--- src/rtl/log_scheduler.sv ---
// rtl/log_scheduler.sv - sequences one mel frame through a shared single-lane log unit
// Non-positive elements bypass the log unit; unanswered requests time out to LOG_MIN.
module log_scheduler #(
  parameter int DATA_WIDTH  = 16,
  parameter int LOG_WIDTH   = 8,
  parameter int NUM_FILTERS = 26,
  parameter int TIMEOUT     = 64
) (
  input  logic                              clk,
  input  logic                              rst,
  input  logic [NUM_FILTERS*DATA_WIDTH-1:0] mel_in,
  input  logic                              mel_valid,
  output logic                              mel_ready,
  output logic                              log_req_valid,
  input  logic                              log_req_ready,
  output logic [DATA_WIDTH-1:0]             log_req_data,
  input  logic                              log_resp_valid,
  input  logic [LOG_WIDTH-1:0]              log_resp_data,
  output logic [NUM_FILTERS*LOG_WIDTH-1:0]  log_out,
  output logic                              log_valid,
  input  logic                              log_ready,
  output logic                              busy,
  output logic                              timeout_err
);
  localparam int TW = $clog2(TIMEOUT) + 1;
  localparam logic [TW-1:0] T_LAST = TW'(TIMEOUT - 1);
  localparam logic [4:0] IDX_LAST = 5'(NUM_FILTERS - 1);
  localparam logic [LOG_WIDTH-1:0] LOG_MIN = {1'b1, {(LOG_WIDTH-1){1'b0}}};

  typedef enum logic [1:0] {IDLE, ISSUE, WAIT, DONE} state_t;

  state_t                            state;
  logic [4:0]                        idx;
  logic [TW-1:0]                     timer;
  logic [NUM_FILTERS*DATA_WIDTH-1:0] frame;
  logic [DATA_WIDTH-1:0]             elem;
  logic                              elem_pos;
  state_t                            adv_state;
  logic [4:0]                        adv_idx;

  assign elem     = frame[idx*DATA_WIDTH +: DATA_WIDTH];
  assign elem_pos = !elem[DATA_WIDTH-1] && (elem != '0);

  // Where "advance" lands: the last element finishes the frame.
  assign adv_state = (idx == IDX_LAST) ? DONE : ISSUE;
  assign adv_idx   = (idx == IDX_LAST) ? idx : idx + 5'd1;

  assign mel_ready     = (state == IDLE);
  assign busy          = (state != IDLE);
  assign log_valid     = (state == DONE);
  assign log_req_valid = (state == ISSUE) && elem_pos;
  assign log_req_data  = elem;

  always_ff @(posedge clk or posedge rst) begin
    if (rst) begin
      state       <= IDLE;
      idx         <= '0;
      timer       <= '0;
      frame       <= '0;
      log_out     <= '0;
      timeout_err <= 1'b0;
    end else begin
      case (state)
        IDLE: begin
          if (mel_valid) begin
            frame       <= mel_in;
            idx         <= '0;
            timeout_err <= 1'b0;
            state       <= ISSUE;
          end
        end
        ISSUE: begin
          if (!elem_pos) begin
            log_out[idx*LOG_WIDTH +: LOG_WIDTH] <= LOG_MIN;
            idx   <= adv_idx;
            state <= adv_state;
          end else if (log_req_ready) begin
            timer <= '0;
            state <= WAIT;
          end
        end
        WAIT: begin
          // A response arriving on the final timer cycle takes priority over the timeout.
          if (log_resp_valid) begin
            log_out[idx*LOG_WIDTH +: LOG_WIDTH] <= log_resp_data;
            idx   <= adv_idx;
            state <= adv_state;
          end else if (timer == T_LAST) begin
            log_out[idx*LOG_WIDTH +: LOG_WIDTH] <= LOG_MIN;
            timeout_err <= 1'b1;
            idx   <= adv_idx;
            state <= adv_state;
          end else begin
            timer <= timer + 1'b1;
          end
        end
        DONE: begin
          if (log_ready) state <= IDLE;
        end
        default: state <= IDLE;
      endcase
    end
  end
endmodule

--- config.mk ---
export PLATFORM = sky130hd
export DESIGN_NAME = log_scheduler
export DESIGN_NICKNAME = d
export VERILOG_FILES = /design/src/rtl/log_scheduler.sv
export SDC_FILE = /design/constraint.sdc
export NUM_CORES = 1
export LEC_CHECK = 0
export BUFFER_PORTS_ARGS = -buffer_cell sky130_fd_sc_hd__buf_2
export CORE_MARGIN = 2
export CORE_UTILIZATION = 35
export DETAILED_ROUTE_END_ITERATION = 16
export PLACE_DENSITY = 0.53
export SLEW_MARGIN = 10
export SYNTH_ARGS = -nofsm -noshare
export SYNTH_HDL_FRONTEND = slang
export SYNTH_SLANG_ARGS = --single-unit
--- constraint.sdc ---
create_clock -name clk -period 55.1 [get_ports clk]
set_clock_uncertainty 0.05 [all_clocks]
set_input_delay 2.755 -clock clk [delete_from_list [all_inputs] [get_ports clk]]
set_output_delay 2.755 -clock clk [all_outputs]
set_load 0.02 [all_outputs]
==> summary.md <==
| Metric | Value |
|---|---|
| Peak VDD IR | `0.0291 mV` |
| GRT overflow | `0` |
| Post-DRT Antenna Nets | `0` |
| Initial Util | `35.2%` |
| I/O pin count | `659` |
| Status | `complete, no violations` |
| Pre-antenna DRT Iters | `5` |
| Commonest non-fill, non-tap cell in the layout | `buf_2` |
| Gpl congestion | `0.875` |
| Fraction of layout cells with a size suffix above 1 | `56.1%` |
| R2R Setup Slk | `48.91 ns` |
| Post-CTS sizing | `0` |
| Hold WC Path Type | `reg -> reg` |
| Post-synth EDFFs | `0` |
| Met2 Wirelength | `52500 microns` |
| #FFs+latches synth | `639` |
| Setup TNS | `0 ns` |
| Clk_lat worst skew | `0.62 ns` |
| Slew HR | `24.1%` |
| IO buf count | `658` |
| Syn. warnings | `0` |
| # setup viols final | `0` |
| Final hold vios | `0` |
| CP Launch Type | `register` |
| Main synth FF type | `dfrtp_1` |
| Die area | `0.0847 sq mm` |
| CTS Buffer Depth | `3` |
| CTS root buf | `clkbuf_16` |
| Worst Max-Slew Pin Slew | `1.14 ns` |
| Post-Layout Cell Count | `3815` |
| Leak | `0.0169 uW` |
| CP Capture Type | `output pin` |
| Fillers | `7595` |
| CP Launch Point | `idx[0]` |
| Met3 wire len | `6830 microns` |
| Clk sinks | `639` |
| Post-CTS Setup Repair Bufs | `0` |
| Required time of the critical path | `52.29 ns` |
| Max Fclk | `0.115 GHz` |
| Syn_nets | `2477` |
| Synthesized netlist cell count | `2036` |
| Maxcap violations | `0` |
| Die W | `291 microns` |
| GRT Total Usage | `24.0%` |
| Core outline area | `0.0818 sq mm` |
| Pwr dens | `58.3 mW/mm^2` |
| Commonest non-fill, non-tap cells in the layout | `658 x buf_2, 635 x dfrtp_1, 622 x mux2_2` |
| Largest net degree at the start of global routing | `188` |
| Reg clk slew, reported paths | `0.06 ns` |
| # hold bufs at CTS | `0` |
| Worst setup path endpoint | `log_req_valid` |
| Top layer in use | `met5` |
| Worst r2r dst | `log_out[74]` |
| CTS Buf Count | `75` |
| Detailed Route WL | `102000 microns` |
| Vias in the first global route | `21.6k` |
| Final design utilization | `43.6%` |
| Vias/cell | `5.25` |
| Initial antenna violation count | `43` |
| Cell variety after synth | `70` |
| Register area share after synthesis | `55.5%` |
| Async SR Flop Fraction | `100%` |
| Reg2Reg Depth | `10` |
| Syn_area_per_cell | `14.2 sq um` |
| Cell Area, Synth | `0.0288 sq mm` |
| Met1 wire length | `39800 microns` |
| Fin crit period | `8.68 ns` |
| Pins over their slew limit | `0` |
| CTS tree | `done` |
| H-Tree Depth | `3` |
| Area Growth Syn to Fin | `23.8%` |
| Min Hold Slack | `0.448 ns` |
| Via count | `20.0k` |
| Detailed placement HPWL | `78800 microns` |
| DR WL/cell | `26.9 microns` |
| Crit Path Class | `reg -> out` |
| Fin crit share | `15.7%` |
| Nets@finish | `3117` |
| Row Count | `105` |
| Critical path arrival | `5.87 ns` |
| DRC violations left | `0` |
| RSZ-0062 raised after global routing | `false` |
| Worst r2r src | `idx[0]` |
| Dpl cells | `3669` |
| First-pass GRT wire length | `150000 microns` |
| CP Max Fanout | `52` |
| DR iter-0 viols | `985` |
| Height of the die | `291 microns` |
==> cell type report <==
cell class	instances	area, sq um	share of cell area (%)
clock inverter	18	259	0.726
inverter	23	93.8	0.263
clock buffer	114	2220	6.23
tap	1070	1340	3.75
multi-input combinational	1257	12200	34.3
sequential	639	16000	44.8
antenna	14	35.0	0.0982
timing repair buffer	680	3480	9.76
==> cells in the mapped netlist, drive strengths merged, types with 9 or more instances <==
| cell type | n | share of area (%) |
|---|---|---|
| nor2 | 116 | 1.5 |
| a21oi | 35 | 0.91 |
| o21ai | 13 | 0.23 |
| mux2i | 82 | 2.8 |
| buf | 44 | 0.84 |
| a31oi | 9 | 0.20 |
| clkbuf | 73 | 0.95 |
| and3 | 16 | 0.35 |
| nand2 | 90 | 1.2 |
| a22oi | 17 | 0.44 |
| ha | 11 | 0.48 |
| inv | 22 | 0.29 |
| mux2 | 623 | 24 |
| nand3 | 34 | 0.59 |
| nor3 | 27 | 0.47 |
| dfrtp | 639 | 55 |
| nor2b | 11 | 0.24 |
| mux4 | 72 | 5.6 |
==> power by group <==
group / switching [uW] / internal (uW) / total, uW / leakage [uW]
Combinational: 463 / 360 / 822 / 0.00774
Sequential: 110 / 642 / 753 / 0.00797
Clock: 202 / 302 / 504 / 0.00122
==> how the worst min path moves through the flow <==
stage	cells past startpoint	start	slack, ns	to
after floorplan	1	frame[179]	0.42	frame[179]
after global placement	1	frame[251]	0.43	frame[251]
after detailed placement	1	frame[361]	0.44	frame[361]
after CTS	1	frame[361]	0.45	frame[361]
after global routing	1	frame[48]	0.46	frame[48]
final	1	frame[226]	0.45	frame[226]
==> logic make-up (layout without fill, tap and decap cells) <==
logic type	count (synthesis)	after routing	share of synthesized area (%)
multiplexers	777	777	32.8
XOR/XNOR	4	4	0.122
adder cells (fa/ha/maj)	11	11	0.477
buffers and inverters	140	835	2.09
flip-flops	639	639	55.5
other	0	14	0
AND/OR/NAND/NOR	326	326	5.13
AO/OA/AOI/OAI	139	139	3.89
==> flip-flops by register name, summed over array words and instances (netlist names) <==
signal and flops:
state 2, timeout_err 1, frame 416, timer 7, idx 5, log_out 208
==> critical path: stages, from the launching register on <==
cell      delay (ns)
dfrtp_4         1.06
buf_4           0.73
buf_4           0.61
mux4_2          0.58
mux2i_1         0.32
a211oi_1        0.22
nor4_1          0.65
a41oi_4         0.17
buf_4           0.32
and2_1          0.32
buf_2           0.20
==> metal layers <==
metal | up-vias | track usage, %
met3 | 171 | 6.61
met5 | - | 0
met2 | 640 | 42.6
li1 | 8759 | -
met4 | 46 | 7.35
met1 | 10400 | 28.1
==> metrics by stage <==
step                total power, uW  instance area [sq um]  setup slack, ns
floorplan                      1290                  28800            34.39
global placement               1570                  33200            47.02
finish                         2080                  35700            46.42
CTS                            2100                  35600            46.28
detailed placement             1590                  33200            46.94
global route                   2180                  35700            45.98
(Power assumes the default switching activity.)
